--- src/rtl/mem_stage.sv ---
// -----------------------------------------------------------------------------
// mem_stage
//   Memory stage between execute and writeback. Issues word loads and stores on
//   a req/gnt/rvalid data-memory port, stalls upstream while an access is in
//   flight, and registers the result into the mem->wb pipeline register.
//
// Parameters
//   TIMEOUT_CYC   cycles allowed in REQ or RESP before the access is aborted
//                 (1..255)
//
// Ports
//   clk, rst                       clock, synchronous active-high reset
//   ex_mem_write / ex_mem_read     memory operation from execute
//   ex_reg_write, ex_rd            writeback enable / destination from execute
//   ex_alu_result, ex_mem_data     address (or ALU result) / store data
//   stall                          hold execute/decode/fetch this cycle
//   bp_mem                         forwarding value for the MEM bypass
//   dmem_req/we/addr/wdata         data-memory request
//   dmem_gnt, dmem_rvalid, rdata   data-memory handshake and load data
//   wb_reg_write, wb_rd, wb_result mem->wb pipeline register
//   mem_err                        one-cycle pulse: misaligned access or timeout
// -----------------------------------------------------------------------------
module mem_stage #(
    parameter int unsigned TIMEOUT_CYC = 255
) (
    input  logic        clk,
    input  logic        rst,
    input  logic        ex_mem_write,
    input  logic        ex_mem_read,
    input  logic        ex_reg_write,
    input  logic [4:0]  ex_rd,
    input  logic [31:0] ex_alu_result,
    input  logic [31:0] ex_mem_data,
    output logic        stall,
    output logic [31:0] bp_mem,
    output logic        dmem_req,
    output logic        dmem_we,
    output logic [31:0] dmem_addr,
    output logic [31:0] dmem_wdata,
    input  logic        dmem_gnt,
    input  logic        dmem_rvalid,
    input  logic [31:0] dmem_rdata,
    output logic        wb_reg_write,
    output logic [4:0]  wb_rd,
    output logic [31:0] wb_result,
    output logic        mem_err
);

    typedef enum logic [1:0] {IDLE, REQ, RESP} state_t;

    // Last count value before the wait budget is exhausted.
    localparam logic [7:0] CNT_LAST = 8'(TIMEOUT_CYC - 1);

    state_t      state_reg, state_next;
    logic [7:0]  cnt_reg, cnt_next;
    logic        wb_reg_write_reg;
    logic [4:0]  wb_rd_reg;
    logic [31:0] wb_result_reg;
    logic        mem_err_reg;

    logic mem_op;
    logic misaligned;
    logic is_store;
    logic req_int;
    logic done;
    logic abort;
    logic busy;

    assign mem_op     = ex_mem_read | ex_mem_write;
    assign misaligned = mem_op & (ex_alu_result[1:0] != 2'b00);
    assign is_store   = ex_mem_write;

    // Address, direction and data are pure pass-through; upstream holds ex_*
    // stable during a stall, which keeps them stable across REQ.
    assign bp_mem     = ex_alu_result;
    assign dmem_addr  = ex_alu_result;
    assign dmem_wdata = ex_mem_data;
    assign dmem_we    = ex_mem_write;

    always_comb begin
        state_next = state_reg;
        cnt_next   = cnt_reg;
        req_int    = 1'b0;
        done       = 1'b0;
        abort      = 1'b0;
        case (state_reg)
            IDLE: begin
                req_int = mem_op & ~misaligned;
                if (req_int) begin
                    cnt_next = 8'd0;
                    if (dmem_gnt) begin
                        if (is_store) done = 1'b1;
                        else          state_next = RESP;
                    end else begin
                        state_next = REQ;
                    end
                end
            end
            REQ: begin
                req_int = 1'b1;
                if (dmem_gnt) begin
                    cnt_next = 8'd0;
                    if (is_store) begin
                        done       = 1'b1;
                        state_next = IDLE;
                    end else begin
                        state_next = RESP;
                    end
                end else if (cnt_reg == CNT_LAST) begin
                    abort      = 1'b1;
                    state_next = IDLE;
                end else begin
                    cnt_next = cnt_reg + 8'd1;
                end
            end
            RESP: begin
                // A response on the final allowed cycle still wins over the abort.
                if (dmem_rvalid) begin
                    done       = 1'b1;
                    state_next = IDLE;
                end else if (cnt_reg == CNT_LAST) begin
                    abort      = 1'b1;
                    state_next = IDLE;
                end else begin
                    cnt_next = cnt_reg + 8'd1;
                end
            end
            default: state_next = IDLE;
        endcase
    end

    assign busy     = (state_reg != IDLE) | (mem_op & ~misaligned);
    // Gated by rst so the combinational outputs are already quiet in the reset cycle.
    assign stall    = ~rst & busy & ~done & ~abort;
    assign dmem_req = ~rst & req_int;

    always_ff @(posedge clk) begin
        if (rst) begin
            state_reg        <= IDLE;
            cnt_reg          <= 8'd0;
            wb_reg_write_reg <= 1'b0;
            wb_rd_reg        <= 5'd0;
            wb_result_reg    <= 32'd0;
            mem_err_reg      <= 1'b0;
        end else begin
            state_reg   <= state_next;
            cnt_reg     <= cnt_next;
            mem_err_reg <= ((state_reg == IDLE) & misaligned) | abort;
            if (!stall && (state_reg == IDLE) && !mem_op) begin
                wb_reg_write_reg <= ex_reg_write & (ex_rd != 5'd0);
                wb_rd_reg        <= ex_rd;
                wb_result_reg    <= ex_alu_result;
            end else if (done && !is_store) begin
                wb_reg_write_reg <= ex_reg_write & (ex_rd != 5'd0);
                wb_rd_reg        <= ex_rd;
                wb_result_reg    <= dmem_rdata;
            end else begin
                // Bubble: stall, store completion, misalignment or timeout.
                wb_reg_write_reg <= 1'b0;
            end
        end
    end

    assign wb_reg_write = wb_reg_write_reg;
    assign wb_rd        = wb_rd_reg;
    assign wb_result    = wb_result_reg;
    assign mem_err      = mem_err_reg;

endmodule
--- config.mk ---
export PLATFORM = sky130hd
export DESIGN_NAME = mem_stage
export DESIGN_NICKNAME = d
export VERILOG_FILES = /design/src/rtl/mem_stage.sv
export SDC_FILE = /design/constraint.sdc
export NUM_CORES = 1
export LEC_CHECK = 0
export CAP_MARGIN = 10
export CORE_UTILIZATION = 35
export DETAILED_ROUTE_END_ITERATION = 16
export PLACE_DENSITY = 0.85
export SETUP_SLACK_MARGIN = 0.15
export SLEW_MARGIN = 20
export SYNTH_ARGS = -nofsm -noshare
export SYNTH_HDL_FRONTEND = slang
export SYNTH_SLANG_ARGS = --single-unit
--- constraint.sdc ---
create_clock -name clk -period 2.2 [get_ports clk]
set_clock_uncertainty 0.05 [all_clocks]
set_input_delay 0.44 -clock clk [delete_from_list [all_inputs] [get_ports clk]]
set_output_delay 0.44 -clock clk [all_outputs]
set_load 0.005 [all_outputs]
* After elaboration in Yosys (flattened, before gate mapping)
Index checks and enable logic that the tools add are counted.
** Cells by class
- Muxes and demuxes :: 29
- $add $sub $neg :: 1
- Reductions and logical operators :: 14
- Bitwise operators :: 15
- Eq/ne operators :: 6
** Operators by type and width (number)
- 2-to-1 mux 32 bit :: 2
- 2-to-1 mux 8 bit :: 4
- one-hot mux 8 bit (3 select lines) :: 1
- 2-to-1 mux 2 bit :: 7
- 2-to-1 mux 5 bit :: 2
- 2-to-1 mux 1 bit :: 9
- adder 8 x 1 -> 8 bit, second input constant :: 1
- AND 1 bit :: 8
- equality test 8 bit, second input constant :: 1
- one-hot mux 2 bit (3 select lines) :: 1
- nonzero test 2 bit :: 3
- nonzero test 5 bit :: 1
- inequality test 2 bit, second input constant :: 2
- NOT 1 bit :: 4
- one-hot mux 1 bit (2 select lines) :: 2
- logical AND 1 bit :: 3
- logical NOT 1 bit :: 3
- inequality test 3 bit, second input constant :: 1
- bitwise OR 1 bit :: 3
- one-hot mux 1 bit (3 select lines) :: 1
- AND reduction 3 bit :: 1
- nonzero test 3 bit :: 1
- equality test 2 x 1 -> 1 bit, second input constant :: 1
- equality test 2 bit, second input constant :: 1
- 2 further kinds :: 2
** Storage, ports and cells
- Input bits :: 108
- Bits in registers :: 49
- Output and inout port bits :: 138

* Logic depth before layout (Yosys ltp)
Gate-level depths: netlist of the first run.
- Depth after elaboration :: 13
- Depth in mapped cells :: 9
- Gate-level depth less buffers :: 6

* Least setup slack after synthesis of the first run
OpenSTA, ideal clock, no wires.
- Path kind :: register to output
- Start point :: register state_reg[0]
- End point :: output stall
- Path buffers :: 0
- Slack :: 0.466 ns
- Data required time :: 1.710 ns
- Stages on the path, launching flop included :: 7
- Data arrival time :: 1.244 ns
- Cell sequence :: dfxtp_1 -> inv_1 -> ha_1 -> nor2b_1 -> nor2_1 -> nand3b_1 -> o2111a_1
** Between the ends
- Word-level cells in the longest chain between the ends :: 5
** Ends and longest elaborated chain
- from (decl) :: line 54 : state_t state_reg, state_next;
- from (signal assigned) :: line 146 : state_reg <= state_next;
- equality test 2 bit, or another cell as far along :: line 86 : case (state_reg)
- one-hot mux 1 bit (3 select lines) or bitwise OR 1 bit (tied branches) :: line 86, 132
- NOT 1 bit or AND 1 bit (tied branches) :: line 134 : assign stall = ~rst & busy & ~done & ~abort;
- AND 1 bit :: line 134
- AND 1 bit * :: line 134
- to (decl) :: line 34 : output logic stall,
Mark *: on every way between the ends. The rest lies on a longest branch, timed or not.

* Worst setup path after layout of the first run
- Start point :: register state_reg[0]
- End point :: register state_reg[0]
** Between the ends
- Word-level cells in the longest chain between the ends :: 3
** Ends and longest elaborated chain
- 2-to-1 mux 2 bit or logical NOT 2 bit (tied branches)
- 2-to-1 mux 2 bit, or another cell as far along
- one-hot mux 2 bit (3 select lines) or AND reduction 2 bit (tied branches)
Several ways; a longest one is shown, not always the timed one.
A chain may end at the register's enable or synchronous reset.

==> impl_metrics.ini, run 1 <==
[critical_path]
r2r_end = state_reg[0]
setup.worst_path.end = state_reg[0]
path_common_cell = buf_4
slowest_stage = or4_4
r2r_start = state_reg[0]
critical_path.cell_chain = buf_6 -> ha_4 -> nor2b_4 -> nor2_2 -> buf_4 -> buf_4 -> buf_4 -> buf_4 -> buf_4 -> or4_4 -> o32ai_2
cp.arrival_ns = 2.25
cp-end-kind = flip-flop
startpoint_type = flip-flop
cp_max_fo = 3
r2r_cells = 11
crit_required_ns = 2.35
cp_slowest_stage_delay_ns = 0.41
rrSetupSlack_ns = 0.1
worstSetupPathType = reg2reg
cp-startpoint = state_reg[0]

[pwr]
power_leakage_uw = 0.00198
power.density_nw_per_um2 = 490
vdd_drop_max_mv = 0.340
p_sw_share_pct = 28.8
internal-power_uw = 1950
p_clk_share_pct = 24.2
p_switching_uw = 787
combPwrFrac_pct = 39.6
pwr-share-seq_pct = 36.2

[synthesis]
synth_common_cells = 103 x buf_4, 49 x dfxtp_1, 49 x nor2_1, 38 x mux2i_1, 32 x a211oi_2
synth.net_count = 486
synth-seq-cells = 49
syn-cell-area_um2 = 3430
ys_warn_count = 0
syn_avg_cell_area_um2 = 9.23
synthTopCellsByArea = dfxtp_1 29%, buf_4 23%, a211oi_2 12%
synthArstFlopShare_pct = 0
synth_edf_count = 0
yosysTopAreaCell = dfxtp_1
synth_ff_type = dfxtp_1
synth_cell_types = 42
ys_seq_area_share_pct = 28.6
syn_inst = 372
synthMostInstantiatedCell = buf_4
synth_top_area_share_pct = 28.6

[floorplan]
num_io_pins = 246
start_util_pct = 36.6
fp.dieArea_um2 = 10200
die_width_um = 101
rows = 35
chipHeight_um = 101
core_um2 = 9370

[routing]
drt_iter0_markers = 68
routed_wl_mm = 10.4
route.vias.total = 3065
viasPerCell = 4.89
drcViolationCount = 0
ant_nets = 0
wl_per_cell_um = 16.6
first_pass_iters = 5

[clock_tree]
clkTransAtPathRegs_ns = 0.10
hold_buffers = 0
max-clock-path-buffers = 2
clock_latency_ns = 0.30
cts.sinks = 49
cts_max_level = 2
cts_made_buffers = 5
cts_tree = yes
cts_root_buf = clkbuf_8

[layout]
areaGrowthSynthToFinish_pct = 62.3
largest_reg_flops = 32
final_nets = 611
antenna_cells = 0
drive_gt1_share_pct = 29.1

[sta]
grt_setup_unrepaired = true
hold_viol = 0
relSlewSlack_pct = 62.4
tightest_slew_ns = 0.550
fmax_mhz = 476
slew_viol_final = 0
setup_viol = 0
setup_tns_ns = 0
fin_crit_ns = 2.10
finalCritPeriodShare_pct = 95.5
layout_setup_ws_ns = 0.0988

[placement]
portBuffers = 181
finalWeightedCongestion = 0.880
post-place-ws_ns = -0.342
dp_hpwl_mm = 7.13

[grt]
grt_pass1_vias = 2877
grt_pass1_wl_mm = 13.9
groute.usage.overall_pct = 17.0
antenna_found_initial = 0
grt_max_degree = 31
overflow = 0

[min_path]
holdCritPathClass = reg2reg

[status]
status = finished, final reports clean

[flow_run]
max_cap_violations = 0
==> repair_timing <==
item                       4_1_cts  5_1_grt
gates cloned                     0        6
setup endpoints to repair       39       43
resized for setup               25       73
setup buffers                    9        4
pin swaps                        7       19
==> cells in the final DEF, fill, tap and decap left out, types with 3 or more instances in the layout <==
master             n
o21ai_0            8
a211oi_2          32
mux2i_1           11
buf_6              5
nor2_1            47
inv_1              6
ha_4               3
dfxtp_2            3
mux2i_2            7
dlygate4sd2_1      4
nor2b_1            3
dfxtp_1           45
mux2i_4           20
a31oi_1            3
clkdlybuf4s50_1  172
o31a_1             3
buf_2              3
clkbuf_8           5
a21oi_1            3
clkbuf_16          5
buf_12             5
nand2_1            9
a211oi_1           4
buf_4             38
==> worst max-delay path, delay by kind of cell, from the launching register on <==
family / cells / cell delay [ns]
AOI/OAI and AO/OA: 1 / 0.13
adders and majority gates: 1 / 0.15
buffers and inverters: 6 / 0.70
DFF: 1 / 0.36
and+or+nand+nor: 3 / 0.61
==> stage by stage <==
stage               area, µm²  utilization [%]  hold WS [ns]  instances  power [µW]
floorplan                3430                -         0.423        372        1500
global placement         4820             51.4         0.428        600        1870
detailed placement       4820             51.4         0.427        600        1890
CTS                      5020             53.6         0.454        617        2570
global route             5570             59.5         0.479        627        2860
finish                   5570             59.5         0.451        627        2730
==> cell type report <==
class	instances	area [µm²]
clock buffers	6	72.6
clock inverters	2	38.8
fillers	778	3800
inverters	9	36.3
multi-input cells	198	1910
flip-flops and latches	49	988
well taps	129	161
repair buffers	234	2360
==> worst min-delay path by stage <==
stage / start / end / slack, ns / depth (start not counted)
floorplan: cnt_reg[5] / cnt_reg[5] / 0.42 / 2
global placement: wb_rd[0] / wb_rd[0] / 0.43 / 2
detailed placement: wb_rd[0] / wb_rd[0] / 0.43 / 2
CTS: wb_rd[0] / wb_rd[0] / 0.45 / 2
global route: wb_rd[0] / wb_rd[0] / 0.48 / 2
finish: wb_rd[0] / wb_rd[0] / 0.45 / 2
==> power by group through the flow <==
stage          sequential [µW]  combinational [µW]  clock (µW)
3_5_place_dp              1010                 879           0
3_3_place_gp              1010                 860           0
4_1_cts                    989                 900         684
6_report                   990                1080         661
2_1_floorplan             1010                 490           0
5_1_grt                    999                1150         716
==> layer usage <==
layer  vias up  wire, µm  GRT usage (%)
li1       1466         -              -
met2       147      5420           31.4
met1      1423      3990           19.2
met3        29       775           3.74
met4         0       215           5.35
met5         -         0              0
==> cell families (layout without fill, tap and decap cells) <==
group,after synthesis,count (layout),synth area share [%]
and+or+nand+nor,79,79,10.5
AOI/OAI and AO/OA,75,75,21.4
buffers and inverters,125,251,26.3
adders and majority gates,6,6,2.19
DFF,49,49,28.6
muxes,38,38,11.1
Power figures use the tool's default switching activity.
==> run 2: changes to the inputs <==
--- a/config.mk
+++ b/config.mk
@@ -5,6 +5,7 @@
 export SDC_FILE = /design/constraint.sdc
 export NUM_CORES = 1
 export LEC_CHECK = 0
+export ABC_CLOCK_PERIOD_IN_PS = 2200
 export CAP_MARGIN = 10
 export CORE_UTILIZATION = 35
 export DETAILED_ROUTE_END_ITERATION = 16
==> results of run 2 <==
Same layout as run 1: the final DEF is identical, and so are final timing and power.
==> run 3: changes to the inputs <==
--- a/config.mk
+++ b/config.mk
@@ -11,6 +11,7 @@
 export DETAILED_ROUTE_END_ITERATION = 16
 export PLACE_DENSITY = 0.85
 export SETUP_SLACK_MARGIN = 0.15
+export SKIP_CTS_REPAIR_TIMING = 1
 export SLEW_MARGIN = 20
 export SYNTH_ARGS = -nofsm -noshare
 export SYNTH_HDL_FRONTEND = slang
==> run 3 against run 2 <==
Compared with the run above: flip-flop and latch count unchanged; largest cell class unchanged; sequential power about the same; combinational power decreased by 11%; largest power group is now registers; highest routed layer unchanged.
==> impl_metrics.ini, run 3 (synthesized netlist as in run 1, its figures left out) <==
[status]
status = finished, final reports clean

[layout]
largest_reg_flops = 32
final_common_cell = clkdlybuf4s50_1
areaGrowthSynthToFinish_pct = 52.6
final_area_um2 = 5240
final_nets = 601
layout_common_cells = 173 x clkdlybuf4s50_1, 46 x nor2_1, 45 x dfxtp_1
drive_gt1_share_pct = 23.0
antenna_cells = 0

[floorplan]
rows = 35
fp.dieArea_um2 = 10200
start_util_pct = 36.6
die_width_um = 101
chipHeight_um = 101
num_io_pins = 246
core_um2 = 9370

[critical_path]
r2r_cells = 9
slowest_stage = dfxtp_2
cpLargestDelayFamily = simple AND/OR/NAND/NOR gates
cp_slowest_stage_delay_ns = 0.34
cp-end-kind = primary output
cp-startpoint = cnt_reg[0]
crit_buf_inv = 2
r2r_start = state_reg[0]
startpoint_type = flip-flop
cp_max_fo = 4
cp.arrival_ns = 1.59
crit_cells = 7
worstSetupPathType = reg2out
crit_required_ns = 1.71
critical_path.cell_chain = inv_2 -> ha_4 -> nand4_1 -> nor2_2 -> nand3b_1 -> o2111a_1 -> buf_2

[min_path]
whs_path_depth = 2
holdCritPathClass = reg2reg
hold_path_startpoint = wb_rd[0]

[pwr]
power.density_nw_per_um2 = 497
p_sw_share_pct = 28.1
p_switching_uw = 733
combPwrFrac_pct = 36.7
internal-power_uw = 1870
p_clk_share_pct = 25.3
power_leakage_uw = 0.00193
pwr-share-seq_pct = 38.0
vdd_drop_max_mv = 0.321

[routing]
first_pass_iters = 4
routed_wl_mm = 9.49
drt_iter0_markers = 65
ant_nets = 0
wl_per_cell_um = 15.4
route.vias.total = 3001
viasPerCell = 4.86
drcViolationCount = 0

[clock_tree]
cts.sinks = 49
cts_tree = yes
cts_root_buf = clkbuf_8
max-clock-path-buffers = 2
cts_max_level = 2
clkTransAtPathRegs_ns = 0.10
cts_made_buffers = 5
clock_latency_ns = 0.30

[sta]
relSlewSlack_pct = 62.7
finalCritPeriodShare_pct = 94.7
grt_setup_unrepaired = true
tightest_slew_ns = 0.546
fmax_mhz = 480
fin_crit_ns = 2.08
setup_viol = 0
slew_viol_final = 0
hold_viol = 0
timing.hold.ws_ns = 0.448

[grt]
grt_pass1_vias = 2815
antenna_found_initial = 0
grt_max_degree = 31
overflow = 0
grt_pass1_wl_mm = 13.6
groute.usage.overall_pct = 16.6

[placement]
dp_hpwl_mm = 7.13
place_area_um2 = 4820
portBuffers = 181
finalWeightedCongestion = 0.880

[flow_run]
max_cap_violations = 0
-- run 3: metal layers --
metal	track usage, %	up-vias	share of wire, %
li1	-	1440	-
met5	0	-	0
met4	5.13	0	1.9
met3	3.47	28	6.9
met1	18.7	1402	40
met2	30.8	131	51
-- run 3: cell type report --
| class | instances | area (µm²) |
|---|---|---|
| sequential | 49 | 991 |
| clock inverter | 2 | 38.8 |
| timing repair buffer | 224 | 2240 |
| clock buffer | 6 | 72.6 |
| inverter | 9 | 41.3 |
| multi-input combinational | 198 | 1690 |
| fill | 840 | 4130 |
| tap | 129 | 161 |
-- run 3: worst paths after layout --
check | to | slack (ns)
max reg2reg | wb_result[1] | 0.23
min | wb_rd[0] | 0.45
max | stall | 0.12
min reg2reg | wb_rd[0] | 0.45
-- run 3: tightest hold or removal path, cell delays in order, from the launching register on --
cell and delay (ns):
dfxtp_1 0.34, mux2i_1 0.06, nor2_1 0.07
-- run 3: power by group through the flow --
stage,Combinational (µW),Sequential (µW),Clock (µW)
4_1_cts,882,989,685
2_1_floorplan,490,1010,0
3_3_place_gp,860,1010,0
6_report,957,991,658
3_5_place_dp,879,1010,0
5_1_grt,1030,1000,717
-- run 3: metrics by stage --
| step | std cells | utilization [%] | worst slack (ns) | power, µW | setup TNS [ns] |
|---|---|---|---|---|---|
| final | 617 | 55.9 | 0.116 | 2610 | 0 |
| after global placement | 600 | 51.4 | -0.344 | 1870 | -4.26 |
| after detailed placement | 600 | 51.4 | -0.342 | 1890 | -5.29 |
| after global routing | 617 | 55.9 | 0.0345 | 2750 | 0 |
| after floorplan | 372 | - | 0.466 | 1500 | 0 |
| after CTS | 608 | 52.6 | -0.441 | 2560 | -0.851 |
==> patch 1, RTL diff (flow settings as in run 3) <==
Put one more register stage on the output `mem_err`. The value now appears one clock later. The other outputs are not delayed to match. Comments in the files are not updated.
--- a/src/rtl/mem_stage.sv
+++ b/src/rtl/mem_stage.sv
@@ -165,5 +165,7 @@
     assign wb_rd        = wb_rd_reg;
     assign wb_result    = wb_result_reg;
-    assign mem_err      = mem_err_reg;
+    always_ff @(posedge clk) begin
+        mem_err <= mem_err_reg;
+    end
 
 endmodule
Check against the original RTL: not equivalent (a bounded check fails within 4 cycles, from zero or initial values and one cycle with rst high).
==> patch 1 against run 3 <==
Combinational power shrank 7.3%. Synthesized area grew 0.58%. Worst setup slack lost 12 ps. Design area shrank 2.9%. Routed wire length shrank 4.0%. Sequential cell count grew 1. First-iteration DRC count grew to 2.5 times the old value. Total power shrank 0.60%. Largest power group unchanged.
==> patch 1: results <==
[status]
status = "completed"

[pwr]
p_per_area_mw_per_mm2 = 509
switchingPower_w = 0.000712
p_comb_w = 0.000887
leakagePower_nw = 1.87
clkPwrFrac_pct = 26.7

[detailed_routing]
drtIter0Drc = 164
totalWireLength_mm = 9.12
wl_met1_mm = 3.55
post_drt_via_cell_ratio = 4.88
vias = 3004
wl_met3_um = 660
met2WireLength_mm = 4.74

[placement]
gp_congestion = 0.879
pre_cts_ws_ps = -340
place.detailed.hpwl_mm = 7.12

[timing]
slew_headroom_pct = 70.2
fin_hold_ws_ps = 285
finalCritPeriodShare_pct = 95.3

[synthesis]
synth-adder-area-share_pct = 2.17
muxShareOfSynthArea_pct = 11.0
ys_seq_area_share_pct = 29.0
synth_cells = 373
synth_common_cells = "buf_4, dfxtp_1, nor2_1"

[cells_and_area]
nets = 600

[critical_path]
cp_data_arrival_time_ps = 1610
r2r_slack_ps = 260
critPathMaxFanout = 3

[global_routing]
use_met2_pct = 31.6
grt_pass1_wl_mm = 13.3
grt_use_met3_pct = 3.24
grt_max_degree = 35
patch 1: final cells by class:
class	count	area share, %
clock inverters	2	0.762
repair buffers	222	42.2
clock buffers	6	1.62
well taps	129	3.17
inverters	9	0.664
flip-flops and latches	50	19.8
multi-input cells	198	31.8
patch 1: kinds of logic (layout without fill, tap and decap cells):
logic type | Yosys count | count (layout)
multiplexers | 38 | 38
AO/OA/AOI/OAI | 75 | 75
AND/OR/NAND/NOR | 79 | 79
flip-flops | 50 | 50
adder cells (fa/ha/maj) | 6 | 6
buffers and inverters | 125 | 239
patch 1: final timing paths:
kind | startpoint | endpoint | cells past startpoint
worst max-delay path | state_reg[1] | stall | 7
worst min-delay path | mem_err_reg | mem_err | 0
worst max register to register | state_reg[0] | wb_result[22] | 8
worst min register to register | mem_err_reg | mem_err | 0
patch 1: worst max-delay path: stages (launching register included):
cell and delay, ps:
dfxtp_4 380, inv_2 50, ha_2 170, nor2b_4 130, nor2_2 110, nand3b_1 150, o2111a_1 200, buf_2 110
==> patch 2, RTL diff (settings of run 3) <==
Made on the original files. The parameter `TIMEOUT_CYC` goes from 255 to 127.
--- a/src/rtl/mem_stage.sv
+++ b/src/rtl/mem_stage.sv
@@ -22,5 +22,5 @@
 // -----------------------------------------------------------------------------
 module mem_stage #(
-    parameter int unsigned TIMEOUT_CYC = 255
+    parameter int unsigned TIMEOUT_CYC = 127
 ) (
     input  logic        clk,
Check against the original RTL: no difference found for any inputs over 4 cycles, from zero or initial values and one cycle with rst high; that may be too few to reach the edited logic, so the function may still have changed.
==> patch 2 against run 3 <==
The run now ends with setup timing left. Design area increased by 4.4%. Total power shrank 1.0%. Highest routed layer unchanged. Routed wire length grew 13%. Worst setup slack worse by 200 ps. Utilization increased by 6.5 points. Critical path type unchanged. Sequential cell count is the same. First-iteration DRC count up 25%. Synthesized area decreased by 7.0%.
==> patch 2: results <==
[status]
status = "complete, but fails checks"
violations = "setup timing"

[global_routing]
grt_pass1_vias = 3000
grt_pass1_wl_mm = 14.3
grt_util_met1_pct = 20.4
use_met2_pct = 33.4
grt_max_degree = 50
grt_use_met3_pct = 4.32

[critical_path]
r2r_cells = 11
critPathMaxFanout = 7
r2r_slack_ps = 0
r2r-end = "wb_result[26]"

[timing]
fin_ws_ps = -83.8
slew_headroom_pct = 53.0
finalSetupViolations = 2

[detailed_routing]
vias = 3156
wl_met1_mm = 4.26
met2WireLength_mm = 5.48
wl_met3_um = 706
drtIter0Drc = 81
totalWireLength_mm = 10.8

[synthesis]
synthTopCellsByArea = "dfxtp_1, buf_4, mux2i_1"
ys_seq_area_share_pct = 30.7
synth_cells = 368
synth_nets = 482
ys_types = 39

[cells_and_area]
fillCellCount = 716
nets = 617

[placement]
place.detailed.hpwl_mm = 7.03
gp_congestion = 0.876

[pwr]
vdd_drop_max_v = 0.000234

[worst_hold_path]
hold_path_end = "wb_result[18]"
==> patch 2: per-stage QoR <==
stage	setup slack, ps	hold slack [ps]	total power [W]	util (%)	area, sq um
floorplan	156	435	0.00143	-	3200
global placement	-656	425	0.00181	53.0	4650
detailed placement	-674	438	0.00182	53.0	4650
CTS	-755	456	0.00235	54.0	4730
global route	-126	486	0.00271	62.5	5470
finish	-83.8	454	0.00258	62.5	5470
==> patch 2: final cells by class <==
cell class              instances  share of cell area, %
repair buffers                243                   45.6
multi-input cells             196                   31.7
flip-flops and latches         49                   18.1
well taps                     108                   2.47
clock buffers                   7                   1.39
inverters                       8                  0.640
clock inverters                 1                  0.137
==> patch 2: power by group <==
group          switching (W)  internal, W  total (W)  leakage (nW)
sequential         0.0000406     0.000954   0.000995         0.404
clock               0.000297     0.000226   0.000522        0.0385
combinational       0.000426     0.000637    0.00106          1.64
total               0.000763      0.00182    0.00258          2.08
==> patch 2: cells by family after synthesis <==
| logic type | Yosys count | synth area share [%] |
|---|---|---|
| fa+ha+maj | 6 | 2.35 |
| flops | 49 | 30.7 |
| simple gates | 78 | 11.3 |
| compound gates | 73 | 16.8 |
| buf+inv | 124 | 26.9 |
| mux | 38 | 11.9 |
==> patch 2: worst max-delay path by stage <==
stage                  from  endpoint  slack [ps]
3_3_place_gp    dmem_rvalid     stall        -660
2_1_floorplan  state_reg[1]     stall         160
4_1_cts        state_reg[0]     stall        -760
3_5_place_dp    dmem_rvalid     stall        -670
5_1_grt        state_reg[1]     stall        -130
6_report       state_reg[0]     stall         -80
==> patch 2: critical path: stages, from the launching register on <==
cell       delay, ps
dfxtp_4          390
inv_4             50
ha_4             150
buf_4            160
nand2_1          120
o21ai_2           90
a2111oi_4        360
buf_2            180
